[config.mk]
export PLATFORM = sky130hd
export DESIGN_NAME = eth_rx_config
export DESIGN_NICKNAME = d
export VERILOG_FILES = /design/src/rtl/eth_lite_pkg.sv /design/src/rtl/axil_single_master.sv /design/src/rtl/eth_rx_config.sv
export SDC_FILE = /design/constraint.sdc
export NUM_CORES = 1
export LEC_CHECK = 0
export ABC_AREA = 1
export CELL_PAD_IN_SITES_DETAIL_PLACEMENT = 1
export CELL_PAD_IN_SITES_GLOBAL_PLACEMENT = 2
export CORE_AREA = 2 2 216 176
export CTS_CLUSTER_DIAMETER = 200
export DETAILED_ROUTE_END_ITERATION = 10
export DIE_AREA = 0 0 218 178
export GPL_ROUTABILITY_DRIVEN = 0
export MAX_ROUTING_LAYER = met4
export PLACE_DENSITY = 0.83
export SLEW_MARGIN = 20
export SYNTH_ARGS = -nofsm -noshare
export SYNTH_HDL_FRONTEND = slang
export SYNTH_HIERARCHICAL = 1
export SYNTH_SLANG_ARGS = --single-unit
[constraint.sdc]
create_clock -name aclk -period 3.9 [get_ports aclk]
set_input_delay 0.78 -clock aclk [delete_from_list [all_inputs] [get_ports aclk]]
set_output_delay 0.78 -clock aclk [all_outputs]
set_load 0.05 [all_outputs]
[src/rtl/eth_lite_pkg.sv]
// Shared EthernetLite definitions: buffer addresses, control-frame constants,
// and the state encodings used by the RX config poller and its bus engine.
package eth_lite_pkg;

    localparam logic [12:0] TX_PING_BASE = 13'h0000;
    localparam logic [12:0] TX_PING_LEN  = 13'h07F4;
    localparam logic [12:0] TX_PING_CTRL = 13'h07FC;
    localparam logic [12:0] RX_PING_BASE = 13'h1000;
    localparam logic [12:0] RX_PING_CTRL = 13'h17FC;

    localparam logic [15:0] ETH_TYPE_CTRL = 16'h88B5;
    localparam logic [7:0]  CMD_SET_CFG   = 8'h01;
    localparam logic [47:0] BROADCAST_MAC = 48'hFFFF_FFFF_FFFF;

    typedef enum logic [2:0] {
        RX_IDLE,
        RX_RD_STAT,
        RX_RD_W0,
        RX_RD_W1,
        RX_RD_W3,
        RX_RD_W4,
        RX_CHECK,
        RX_CLR
    } rx_state_t;

    typedef enum logic [2:0] {
        AXL_IDLE,
        AXL_AR,
        AXL_R,
        AXL_W,
        AXL_B
    } axil_state_t;

    // The MAC buffer stores frame byte n in lane n%4 of word n/4.
    function automatic logic [7:0] buf_byte(input logic [31:0] word, input logic [1:0] lane);
        return word[{lane, 3'b000} +: 8];
    endfunction

endpackage

[src/rtl/axil_single_master.sv]
// One-outstanding AXI4-Lite read/write engine: a start pulse launches a single
// transfer, done pulses for one cycle when its response has been taken.
module axil_single_master
    import eth_lite_pkg::*;
(
    input  logic        aclk,
    input  logic        aresetn,
    input  logic        start,
    input  logic        write,
    input  logic [12:0] addr,
    input  logic [31:0] wdata,
    output logic        done,
    output logic [31:0] rdata,
    output logic        err,
    output logic [12:0] m_axi_araddr,
    output logic        m_axi_arvalid,
    input  logic        m_axi_arready,
    input  logic [31:0] m_axi_rdata,
    input  logic [1:0]  m_axi_rresp,
    input  logic        m_axi_rvalid,
    output logic        m_axi_rready,
    output logic [12:0] m_axi_awaddr,
    output logic        m_axi_awvalid,
    input  logic        m_axi_awready,
    output logic [31:0] m_axi_wdata,
    output logic [3:0]  m_axi_wstrb,
    output logic        m_axi_wvalid,
    input  logic        m_axi_wready,
    input  logic [1:0]  m_axi_bresp,
    input  logic        m_axi_bvalid,
    output logic        m_axi_bready
);

    axil_state_t state_reg;

    always_ff @(posedge aclk) begin
        if (!aresetn) begin
            state_reg     <= AXL_IDLE;
            done          <= 1'b0;
            rdata         <= '0;
            err           <= 1'b0;
            m_axi_araddr  <= '0;
            m_axi_arvalid <= 1'b0;
            m_axi_rready  <= 1'b0;
            m_axi_awaddr  <= '0;
            m_axi_awvalid <= 1'b0;
            m_axi_wdata   <= '0;
            m_axi_wstrb   <= '0;
            m_axi_wvalid  <= 1'b0;
            m_axi_bready  <= 1'b0;
        end else begin
            done <= 1'b0;
            case (state_reg)
                AXL_IDLE: begin
                    if (start) begin
                        if (write) begin
                            m_axi_awaddr  <= addr;
                            m_axi_wdata   <= wdata;
                            m_axi_wstrb   <= 4'hF;
                            m_axi_awvalid <= 1'b1;
                            m_axi_wvalid  <= 1'b1;
                            state_reg     <= AXL_W;
                        end else begin
                            m_axi_araddr  <= addr;
                            m_axi_arvalid <= 1'b1;
                            state_reg     <= AXL_AR;
                        end
                    end
                end
                AXL_AR: begin
                    if (m_axi_arready) begin
                        m_axi_arvalid <= 1'b0;
                        m_axi_rready  <= 1'b1;
                        state_reg     <= AXL_R;
                    end
                end
                AXL_R: begin
                    if (m_axi_rvalid) begin
                        m_axi_rready <= 1'b0;
                        rdata        <= m_axi_rdata;
                        err          <= |m_axi_rresp;
                        done         <= 1'b1;
                        state_reg    <= AXL_IDLE;
                    end
                end
                AXL_W: begin
                    if (m_axi_awready) m_axi_awvalid <= 1'b0;
                    if (m_axi_wready)  m_axi_wvalid  <= 1'b0;
                    // Address and data channels retire independently; B opens once both have.
                    if ((!m_axi_awvalid || m_axi_awready) && (!m_axi_wvalid || m_axi_wready)) begin
                        m_axi_bready <= 1'b1;
                        state_reg    <= AXL_B;
                    end
                end
                AXL_B: begin
                    if (m_axi_bvalid) begin
                        m_axi_bready <= 1'b0;
                        err          <= |m_axi_bresp;
                        done         <= 1'b1;
                        state_reg    <= AXL_IDLE;
                    end
                end
                default: state_reg <= AXL_IDLE;
            endcase
        end
    end

endmodule

[src/rtl/eth_rx_config.sv]
// Polls the EthernetLite RX ping buffer, validates control frames and applies
// the two stick phase-increment words they carry.
module eth_rx_config
    import eth_lite_pkg::*;
#(
    parameter logic [47:0] LOCAL_MAC   = 48'h02_00_00_00_00_01,
    parameter logic [15:0] ETHERTYPE   = ETH_TYPE_CTRL,
    parameter logic [12:0] CFG_1_INIT  = 13'h0EB8,
    parameter logic [12:0] CFG_2_INIT  = 13'h0D71,
    parameter int          POLL_CYCLES = 1024
) (
    input  logic        aclk,
    input  logic        aresetn,
    output logic [12:0] m_axi_araddr,
    output logic        m_axi_arvalid,
    input  logic        m_axi_arready,
    input  logic [31:0] m_axi_rdata,
    input  logic [1:0]  m_axi_rresp,
    input  logic        m_axi_rvalid,
    output logic        m_axi_rready,
    output logic [12:0] m_axi_awaddr,
    output logic        m_axi_awvalid,
    input  logic        m_axi_awready,
    output logic [31:0] m_axi_wdata,
    output logic [3:0]  m_axi_wstrb,
    output logic        m_axi_wvalid,
    input  logic        m_axi_wready,
    input  logic [1:0]  m_axi_bresp,
    input  logic        m_axi_bvalid,
    output logic        m_axi_bready,
    output logic [12:0] cfg_1_data,
    output logic [12:0] cfg_2_data,
    output logic        cfg_valid,
    output logic [15:0] rx_good_count,
    output logic [15:0] rx_drop_count
);

    localparam int PCW = (POLL_CYCLES > 1) ? $clog2(POLL_CYCLES) : 1;
    localparam logic [PCW-1:0] POLL_LAST = PCW'(POLL_CYCLES - 1);

    rx_state_t      state_reg;
    logic [PCW-1:0] poll_cnt_reg;
    logic           start_reg;
    logic           write_reg;
    logic [12:0]    addr_reg;
    logic [47:0]    dest_reg;
    logic [15:0]    etype_reg;
    logic [7:0]     cmd_reg;
    logic [15:0]    cfg1_reg;
    logic [15:0]    cfg2_reg;
    logic           rd_err_reg;

    logic           eng_done;
    logic           eng_err;
    logic [31:0]    eng_rdata;
    logic           accept;

    axil_single_master u_master (
        .aclk          (aclk),
        .aresetn       (aresetn),
        .start         (start_reg),
        .write         (write_reg),
        .addr          (addr_reg),
        .wdata         (32'h0),
        .done          (eng_done),
        .rdata         (eng_rdata),
        .err           (eng_err),
        .m_axi_araddr  (m_axi_araddr),
        .m_axi_arvalid (m_axi_arvalid),
        .m_axi_arready (m_axi_arready),
        .m_axi_rdata   (m_axi_rdata),
        .m_axi_rresp   (m_axi_rresp),
        .m_axi_rvalid  (m_axi_rvalid),
        .m_axi_rready  (m_axi_rready),
        .m_axi_awaddr  (m_axi_awaddr),
        .m_axi_awvalid (m_axi_awvalid),
        .m_axi_awready (m_axi_awready),
        .m_axi_wdata   (m_axi_wdata),
        .m_axi_wstrb   (m_axi_wstrb),
        .m_axi_wvalid  (m_axi_wvalid),
        .m_axi_wready  (m_axi_wready),
        .m_axi_bresp   (m_axi_bresp),
        .m_axi_bvalid  (m_axi_bvalid),
        .m_axi_bready  (m_axi_bready)
    );

    assign accept = ((dest_reg == LOCAL_MAC) || (dest_reg == BROADCAST_MAC))
                 && (etype_reg == ETHERTYPE)
                 && (cmd_reg == CMD_SET_CFG)
                 && (cfg1_reg[15:13] == 3'b000)
                 && (cfg2_reg[15:13] == 3'b000)
                 && !rd_err_reg;

    always_ff @(posedge aclk) begin
        if (!aresetn) begin
            state_reg     <= RX_IDLE;
            poll_cnt_reg  <= '0;
            start_reg     <= 1'b0;
            write_reg     <= 1'b0;
            addr_reg      <= '0;
            dest_reg      <= '0;
            etype_reg     <= '0;
            cmd_reg       <= '0;
            cfg1_reg      <= '0;
            cfg2_reg      <= '0;
            rd_err_reg    <= 1'b0;
            cfg_1_data    <= CFG_1_INIT;
            cfg_2_data    <= CFG_2_INIT;
            cfg_valid     <= 1'b0;
            rx_good_count <= '0;
            rx_drop_count <= '0;
        end else begin
            start_reg <= 1'b0;
            cfg_valid <= 1'b0;
            case (state_reg)
                RX_IDLE: begin
                    if (poll_cnt_reg == POLL_LAST) begin
                        state_reg <= RX_RD_STAT;
                        start_reg <= 1'b1;
                        write_reg <= 1'b0;
                        addr_reg  <= RX_PING_CTRL;
                    end else begin
                        poll_cnt_reg <= poll_cnt_reg + 1'b1;
                    end
                end
                RX_RD_STAT: begin
                    if (eng_done) begin
                        if (eng_err || !eng_rdata[0]) begin
                            state_reg    <= RX_IDLE;
                            poll_cnt_reg <= '0;
                        end else begin
                            state_reg  <= RX_RD_W0;
                            start_reg  <= 1'b1;
                            addr_reg   <= RX_PING_BASE;
                            rd_err_reg <= 1'b0;
                        end
                    end
                end
                RX_RD_W0: begin
                    if (eng_done) begin
                        dest_reg[47:16] <= {buf_byte(eng_rdata, 2'd0), buf_byte(eng_rdata, 2'd1),
                                            buf_byte(eng_rdata, 2'd2), buf_byte(eng_rdata, 2'd3)};
                        rd_err_reg <= rd_err_reg | eng_err;
                        state_reg  <= RX_RD_W1;
                        start_reg  <= 1'b1;
                        addr_reg   <= RX_PING_BASE + 13'h004;
                    end
                end
                RX_RD_W1: begin
                    if (eng_done) begin
                        dest_reg[15:0] <= {buf_byte(eng_rdata, 2'd0), buf_byte(eng_rdata, 2'd1)};
                        rd_err_reg <= rd_err_reg | eng_err;
                        // Word 2 holds only the source MAC, so it is skipped.
                        state_reg  <= RX_RD_W3;
                        start_reg  <= 1'b1;
                        addr_reg   <= RX_PING_BASE + 13'h00C;
                    end
                end
                RX_RD_W3: begin
                    if (eng_done) begin
                        etype_reg  <= {buf_byte(eng_rdata, 2'd0), buf_byte(eng_rdata, 2'd1)};
                        cmd_reg    <= buf_byte(eng_rdata, 2'd2);
                        rd_err_reg <= rd_err_reg | eng_err;
                        state_reg  <= RX_RD_W4;
                        start_reg  <= 1'b1;
                        addr_reg   <= RX_PING_BASE + 13'h010;
                    end
                end
                RX_RD_W4: begin
                    if (eng_done) begin
                        cfg1_reg   <= {buf_byte(eng_rdata, 2'd0), buf_byte(eng_rdata, 2'd1)};
                        cfg2_reg   <= {buf_byte(eng_rdata, 2'd2), buf_byte(eng_rdata, 2'd3)};
                        rd_err_reg <= rd_err_reg | eng_err;
                        state_reg  <= RX_CHECK;
                    end
                end
                RX_CHECK: begin
                    if (accept) begin
                        cfg_1_data <= cfg1_reg[12:0];
                        cfg_2_data <= cfg2_reg[12:0];
                        cfg_valid  <= 1'b1;
                        if (rx_good_count != 16'hFFFF) rx_good_count <= rx_good_count + 16'd1;
                    end else begin
                        if (rx_drop_count != 16'hFFFF) rx_drop_count <= rx_drop_count + 16'd1;
                    end
                    state_reg <= RX_CLR;
                    start_reg <= 1'b1;
                    write_reg <= 1'b1;
                    addr_reg  <= RX_PING_CTRL;
                end
                RX_CLR: begin
                    // Write response code is deliberately ignored: the buffer is released either way.
                    if (eng_done) begin
                        state_reg    <= RX_IDLE;
                        poll_cnt_reg <= '0;
                        write_reg    <= 1'b0;
                    end
                end
                default: begin
                    state_reg    <= RX_IDLE;
                    poll_cnt_reg <= '0;
                end
            endcase
        end
    end

endmodule

==> results of run 1 <==
through the flow:
stage / hold slack [ns] / instances / utilization [%] / setup slack, ns
2_1_floorplan: 0.429 / 1703 / - / 1.87
3_3_place_gp: 0.432 / 2287 / 38.4 / 1.40
3_5_place_dp: 0.437 / 2287 / 38.4 / 1.28
4_1_cts: 0.446 / 2342 / 41.0 / 1.20
5_1_grt: 0.469 / 2342 / 41.0 / 0.936
6_report: 0.443 / 2342 / 41.0 / 1.21
final cells by class:
class	count	area [um^2]	area share [%]
clock inverter	10	82.6	0.550
sequential	285	5710	38.0
inverter	187	702	4.68
timing repair buffer	182	1800	12.0
multi-input combinational	1146	5230	34.9
clock buffer	45	878	5.85
tap	487	609	4.06
report_power, final:
part           internal (W)  total, W  leakage [nW]  switching [W]
logic              0.000190  0.000567          3.06       0.000377
clock network       0.00162   0.00284         0.479        0.00122
registers           0.00300   0.00317          2.30       0.000168
total               0.00481   0.00658          5.84        0.00177
cells in the mapped netlist (all sizes together):
master,number
nand3,82
inv,185
nand2,250
nand4,37
a211oi,4
nand3b,4
a31oi,1
or2,3
ha,3
nor2b,1
clkbuf,47
xor2,6
nor3b,1
conb,1
nor3,21
buf,38
xnor2,2
o211ai,16
o21ai,191
o21bai,2
a21oi,156
dfxtp,285
clkinv,2
nor2,328
metal layers:
layer | track usage (%) | up-vias | part of all wire, %
met5 | - | - | 0
met4 | 3.57 | 0 | 1.6
met3 | 2.46 | 44 | 2.8
met2 | 30.7 | 118 | 45
met1 | 26.0 | 5283 | 50
li1 | - | 5669 | -
worst min-delay path by stage:
stage	from	to	slack, ns	cells past startpoint
2_1_floorplan	cmd_reg[4]$_SDFFE_PN0P_	cmd_reg[4]$_SDFFE_PN0P_	0.43	2
3_3_place_gp	u_master/m_axi_wdata[28]$_SDFFE_PN0P_	u_master/m_axi_wdata[28]$_SDFFE_PN0P_	0.43	2
3_5_place_dp	u_master/m_axi_wdata[21]$_SDFFE_PN0P_	u_master/m_axi_wdata[21]$_SDFFE_PN0P_	0.44	2
4_1_cts	u_master/m_axi_wdata[21]$_SDFFE_PN0P_	u_master/m_axi_wdata[21]$_SDFFE_PN0P_	0.45	2
5_1_grt	u_master/m_axi_wdata[18]$_SDFFE_PN0P_	u_master/m_axi_wdata[18]$_SDFFE_PN0P_	0.47	2
6_report	u_master/m_axi_wdata[4]$_SDFFE_PN0P_	u_master/m_axi_wdata[4]$_SDFFE_PN0P_	0.44	2
cells by family after synthesis:
| logic type | synth area share [%] |
|---|---|
| compound gates | 16.1 |
| other cells | 0.0314 |
| flops | 47.8 |
| fa+ha+maj | 0.315 |
| simple gates | 25.7 |
| buf+inv | 9.42 |
| xor+xnor | 0.588 |
==> results.txt, run 1 <==
----------------------------------------------------
[Floorplan]
  Die Ht ... 178 um
  Horizontal die dimension ... 218 um
  Core region area ... 36600 um^2
  Top-level I/O count ... 169
  Rows ... 63
  Area of the die ... 38800 um^2
  Effective utilization at floorplan ... 32.6%

[Run]
  Count of max-cap constraint violations ... 0

[Worst setup path]
  Worst path top cell family by delay ... buffers and inverters
  Reg-to-reg critical path startpoint ... dest_reg[13]$_SDFFE_PN0P_
  Worst path cell trace ... clkdlybuf4s50_1
  Worst setup path startpoint ... rx_drop_count[12]$_SDFFE_PN0P_
  Worst path required time ... 3.12 ns
  Worst Path Max Fanout ... 6
  Slowest cell on the critical path ... clkdlybuf4s50_1
  Worst Setup Start Kind ... flip-flop
  Last element of the critical path ... rx_drop_count[12]
  Logic depth of the worst path, buffers included ... 1
  CP arrival ... 1.91 ns
  Sum of buffers and inverters on the critical path ... 1
  Critical path's largest stage delay ... 0.86 ns
  Category of the critical setup timing path ... reg2out
  CP endpoint kind ... output pin
  Capturing point of the worst reg2reg path ... cfg_2_data[2]$_SDFFE_PN0P_
  Count of cells along the worst register-to-register path ... 10
  Setup slack of the most critical reg-to-reg path ... 1.26 ns

[Timing]
  Final min period ... 2.69 ns
  Finish-stage setup viols ... 0
  Highest Clock Rate ... 372 MHz
  Final worst clock skew ... 0.0106 ns
  Hold Violations, Final ... 0
  Worst relative slew slack ... 37.0%
  Final period utilization ... 68.8%
  Setup repair after global routing missed its margin ... false
  Total negative slack for setup checks ... 0 ns
  Pins over their slew limit ... 0
  Tightest Pin Transition ... 0.942 ns

[Clocking]
  Setup repair bufs after CTS ... 0
  CTS tree ... built
  Clock Tree Root ... clkbuf_16
  CTS Sinks ... 285
  Worst-skew pair later-pin latency ... 0.58 ns
  Clock tree buffer depth ... 3
  Hold bufs inserted after CTS ... 0
  Clock transition at the registers of the reported paths ... 0.06 ns
  CTS buffer count ... 31
  Post-cts sizing count ... 0
  H-tree depth ... 1

[Placement]
  Cell Area, Placed ... 14100 um^2
  Number of buffers inserted by port buffering ... 168
  DPL Wire Length ... 25.7 mm

[Global route]
  Pin count of the biggest net entering global routing ... 146
  Initial antenna violation count ... 0
  Global route total overflow ... 0
  Global-route total usage across every layer ... 19.1%
  Via count of the first global-routing pass ... 10900
  Global-route wire length before repair ... 58.4 mm

[Routing]
  First-iteration detailed-routing DRC count ... 504
  Detailed-route via count ... 11100
  Final Routed Wirelength ... 36.5 mm
  Post-detailed-route DRC marker count ... 0
  Vias per std cell ... 4.75
  Post-DR wirelength/cell ... 15.6 um
  Drt pass-1 iters ... 4
  Antenna violation net count after detailed routing ... 0

[Power]
  Power consumption ... 0.00658 W
  IR Drop Worst-Case VDD ... 0.220 mV
  Static leakage ... 5.84 nW
  Power Dens Cells ... 439 nW/um^2

[Logic synthesis]
  Number of distinct standard cells referenced by the synthesized netlist ... 40
  Cell count after synthesis ... 1666
  Number of warnings issued by yosys ... 6
  Cells taking the most area after synthesis ... dfxtp_1, nor2_1, nand2_1
  Dominant cell type by area after synthesis ... dfxtp_1
  Number of storage elements in the synthesis netlist ... 285
  Summed instance area of the synthesized netlist ... 11900 um^2
  Portion of synthesized cell area occupied by the leading cell type ... 47.8%
  Post-synthesis sequential area ratio ... 47.8%
  Synthesized area per cell ... 7.16 um^2

[Cells and area]
  Layout net count ... 1879
  Diode insertion count for antenna repair ... 0
  Commonest non-fill, non-tap cell in the layout ... nor2_1
  Cell area after layout ... 15000 um^2
  Highest-count cells in the layout ignoring fill and taps ... nor2_1, dfxtp_1, nand2_1
  Max reg flops ... 48
  Number of fill cells in the layout ... 4565
  Share of post-route cells with drive strength above 1 ... 4.85%
  Relative area change from synthesis to final layout ... 25.9%

[Hold path]
  Worst Hold Class ... reg2reg

[Status]
  Run status ... finished clean

----------------------------------------------------
Power figures use the tool's default switching activity.
==> run 2, diff against run 1 <==
CORE_AREA = 2 2 234 190   (was 2 2 216 176)
DIE_AREA = 0 0 236 192   (was 0 0 218 178)
PLACE_DENSITY = 0.75   (was 0.83)
clock period = 2.26 ns   (was 3.9 ns; I/O delays follow)
==> run 2 against run 1 <==
Highest routed layer unchanged; design area up 2.7%; utilization shrank 5.0 points; die area is 17% higher; non-clock buffer count up 15; largest power group unchanged; combinational power increased by 82%; routed wire length up 3.3%.
==> results.txt, run 2 (synthesis gave the netlist of run 1 again) <==
----------------------------------------------------
[Timing]
  Pins over their slew limit ... 0 (unchanged)
  Finish-stage setup viols ... 0 (unchanged)
  Final period utilization ... 97.8%
  Hold slack ... 0.281 ns (-0.163 ns)
  Final min period ... 2.21 ns
  Setup repair after global routing missed its margin ... false
  Worst relative slew slack ... 46.4% (+9.4 points)
  Hold Violations, Final ... 0 (unchanged)
  Tightest Pin Transition ... 0.804 ns (-0.138 ns)
  Final worst clock skew ... 0.0262 ns (+0.0155 ns)
  Total negative slack for setup checks ... 0 ns (unchanged)
  Highest Clock Rate ... 453 MHz

[Hold path]
  Worst Hold Class ... in2reg
  Hold Path Cell Cnt ... 3 (+1)

[Clocking]
  Hold bufs inserted after CTS ... 0 (unchanged)
  CTS buffer count ... 34 (+9.7%)
  CTS Sinks ... 285 (unchanged)
  Clock tree buffer depth ... 3 (unchanged)
  H-tree depth ... 2 (+1)
  Clock Tree Root ... clkbuf_16
  Worst-skew pair later-pin latency ... 0.52 ns (-0.06 ns)
  Clock transition at the registers of the reported paths ... 0.06 ns (about the same)
  CTS tree ... built

[Global route]
  Initial antenna violation count ... 0 (unchanged)
  Global-route total usage across every layer ... 17.1% (-2.1 points)
  Global route total overflow ... 0 (unchanged)
  Global-route wire length before repair ... 60.8 mm (+4.2%)
  Pin count of the biggest net entering global routing ... 94 (-36%)
  Via count of the first global-routing pass ... 11400 (+3.8%)

[Power]
  Static leakage ... 6.22 nW (+6.5%)
  Power dissipated by switching net loads ... 0.00310 W (+75%)
  Part of the total power dissipated in combinational logic ... 8.6% (about the same)
  IR Drop Worst-Case VDD ... 0.380 mV (+73%)
  Cell-internal power ... 0.00885 W (+84%)
  Net Sw Frac ... 25.9% (-0.98 points)
  Power consumption ... 0.0119 W (+82%)
  Clock power share ... 45.5% (+2.3 points)
  Proportion of power drawn by flip-flops and latches ... 45.9% (-2.3 points)
  Power Dens Cells ... 775 nW/um^2 (+77%)

[Floorplan]
  Core region area ... 42800 um^2 (+17%)
  Rows ... 68 (+7.9%)
  Top-level I/O count ... 169 (unchanged)
  Die Ht ... 192 um (+7.9%)
  Horizontal die dimension ... 236 um (+8.3%)
  Effective utilization at floorplan ... 27.9% (-4.7 points)
  Area of the die ... 45300 um^2 (+17%)

[Routing]
  First-iteration detailed-routing DRC count ... 541 (+7.3%)
  Detailed-route via count ... 11300 (+1.5%)
  Antenna violation net count after detailed routing ... 0 (unchanged)
  Drt pass-1 iters ... 5 (+1)
  Post-DR wirelength/cell ... 15.5 um (-0.45%)
  Final Routed Wirelength ... 37.7 mm (+3.3%)
  Vias per std cell ... 4.64 (-2.3%)
  Post-detailed-route DRC marker count ... 0 (unchanged)

[Worst setup path]
  Worst Setup Start Kind ... flip-flop
  Slowest cell on the critical path ... clkdlybuf4s50_1
  Worst path top cell family by delay ... buffers and inverters
  CP arrival ... 1.76 ns (-0.15 ns)
  Worst path required time ... 1.81 ns (-1.31 ns)
  Critical path's largest stage delay ... 0.87 ns (about the same)
  Logic depth of the worst path, buffers included ... 1 (unchanged)
  Count of cells along the worst register-to-register path ... 11 (+1)
  Sum of buffers and inverters on the critical path ... 1 (unchanged)
  Worst Path Max Fanout ... 2 (-4)
  Worst path cell trace ... clkdlybuf4s50_1
  CP endpoint kind ... output pin
  Category of the critical setup timing path ... reg2out

[Placement]
  Placed insts ... 2375 (+3.8%)
  Number of buffers inserted by port buffering ... 168 (unchanged)
  DPL Wire Length ... 27.0 mm (+4.9%)

[Status]
  Run status ... finished clean

[Cells and area]
  Share of post-route cells with drive strength above 1 ... 5.99% (+1.1 points)
  Layout net count ... 1897 (+0.96%)
  Fin util ... 36.0% (-5.0 points)
  Final Instance Count excl. Fillers ... 2431 (+3.8%)
  Diode insertion count for antenna repair ... 0 (unchanged)
  Relative area change from synthesis to final layout ... 29.3%
  Max reg flops ... 48 (unchanged)
  Commonest non-fill, non-tap cell in the layout ... nor2_1
  Highest-count cells in the layout ignoring fill and taps ... nor2_1, dfxtp_1, nand2_1

[Run]
  Count of max-cap constraint violations ... 0 (unchanged)

----------------------------------------------------
## run 2: cell count changes in the layout (fill, tap and decap cells not counted), moves of 3 or more
cell | previous run | this run
buf_12 | 1 | 4
buf_4 | 13 | 25
clkbuf_1 | 9 | 5
clkbuf_16 | 31 | 35
clkbuf_8 | 5 | 11
clkdlybuf4s50_1 | 167 | 148
clkinv_2 | 7 | 2
dlygate4sd2_1 | 0 | 10
dlymetal6s2s_1 | 0 | 9
## run 2: final timing paths
| kind | from | end | slack (ns) |
|---|---|---|---|
| max | cfg_2_data[5]$_SDFFE_PN1P_ | cfg_2_data[5] | 0.05 |
| min | aresetn | u_master/state_reg[2]$_SDFFE_PN0P_ | 0.28 |
| max reg2reg | poll_cnt_reg[0]$_SDFFE_PN0P_ | poll_cnt_reg[8]$_SDFFE_PN0P_ | 0.26 |
| min reg2reg | u_master/m_axi_awaddr[8]$_SDFFE_PN0P_ | u_master/m_axi_awaddr[8]$_SDFFE_PN0P_ | 0.44 |
## run 2: area by class of cell
cell class | instances | area [um^2]
timing repair buffer | 197 | 1960
clock buffer | 51 | 1050
tap | 560 | 701
multi-input combinational | 1146 | 5250
sequential | 285 | 5710
inverter | 187 | 702
clock inverter | 5 | 57.6
fill | 5251 | 27400
## run 2: power groups by stage
stage | logic, W | registers [W] | clock network [W]
5_1_grt | 0.00120 | 0.00551 | 0.00582
4_1_cts | 0.00104 | 0.00549 | 0.00564
3_5_place_dp | 0.00104 | 0.00560 | 0
6_report | 0.00103 | 0.00549 | 0.00544
2_1_floorplan | 0.000726 | 0.00543 | 0
3_3_place_gp | 0.00102 | 0.00560 | 0
## run 2: metrics by stage
step	worst slack (ns)	area (um^2)
after detailed placement	0.165	14300
after global routing	0.0135	15400
after floorplan	0.234	12100
final	0.0506	15400
after CTS	0.00364	15400
after global placement	0.215	14300
## run 2: timing repair
action	in CTS	in global routing
resized for setup	10	12
buffers inserted	0	0
setup endpoints to repair	12	58
## run 2: metal layers
metal	track usage [%]	vias to the layer above	wire length, um
met5	-	-	0
met4	3.82	0	546
met3	2.37	39	1050
met2	26.8	119	16700
met1	23.3	5404	19400
li1	-	5714	-
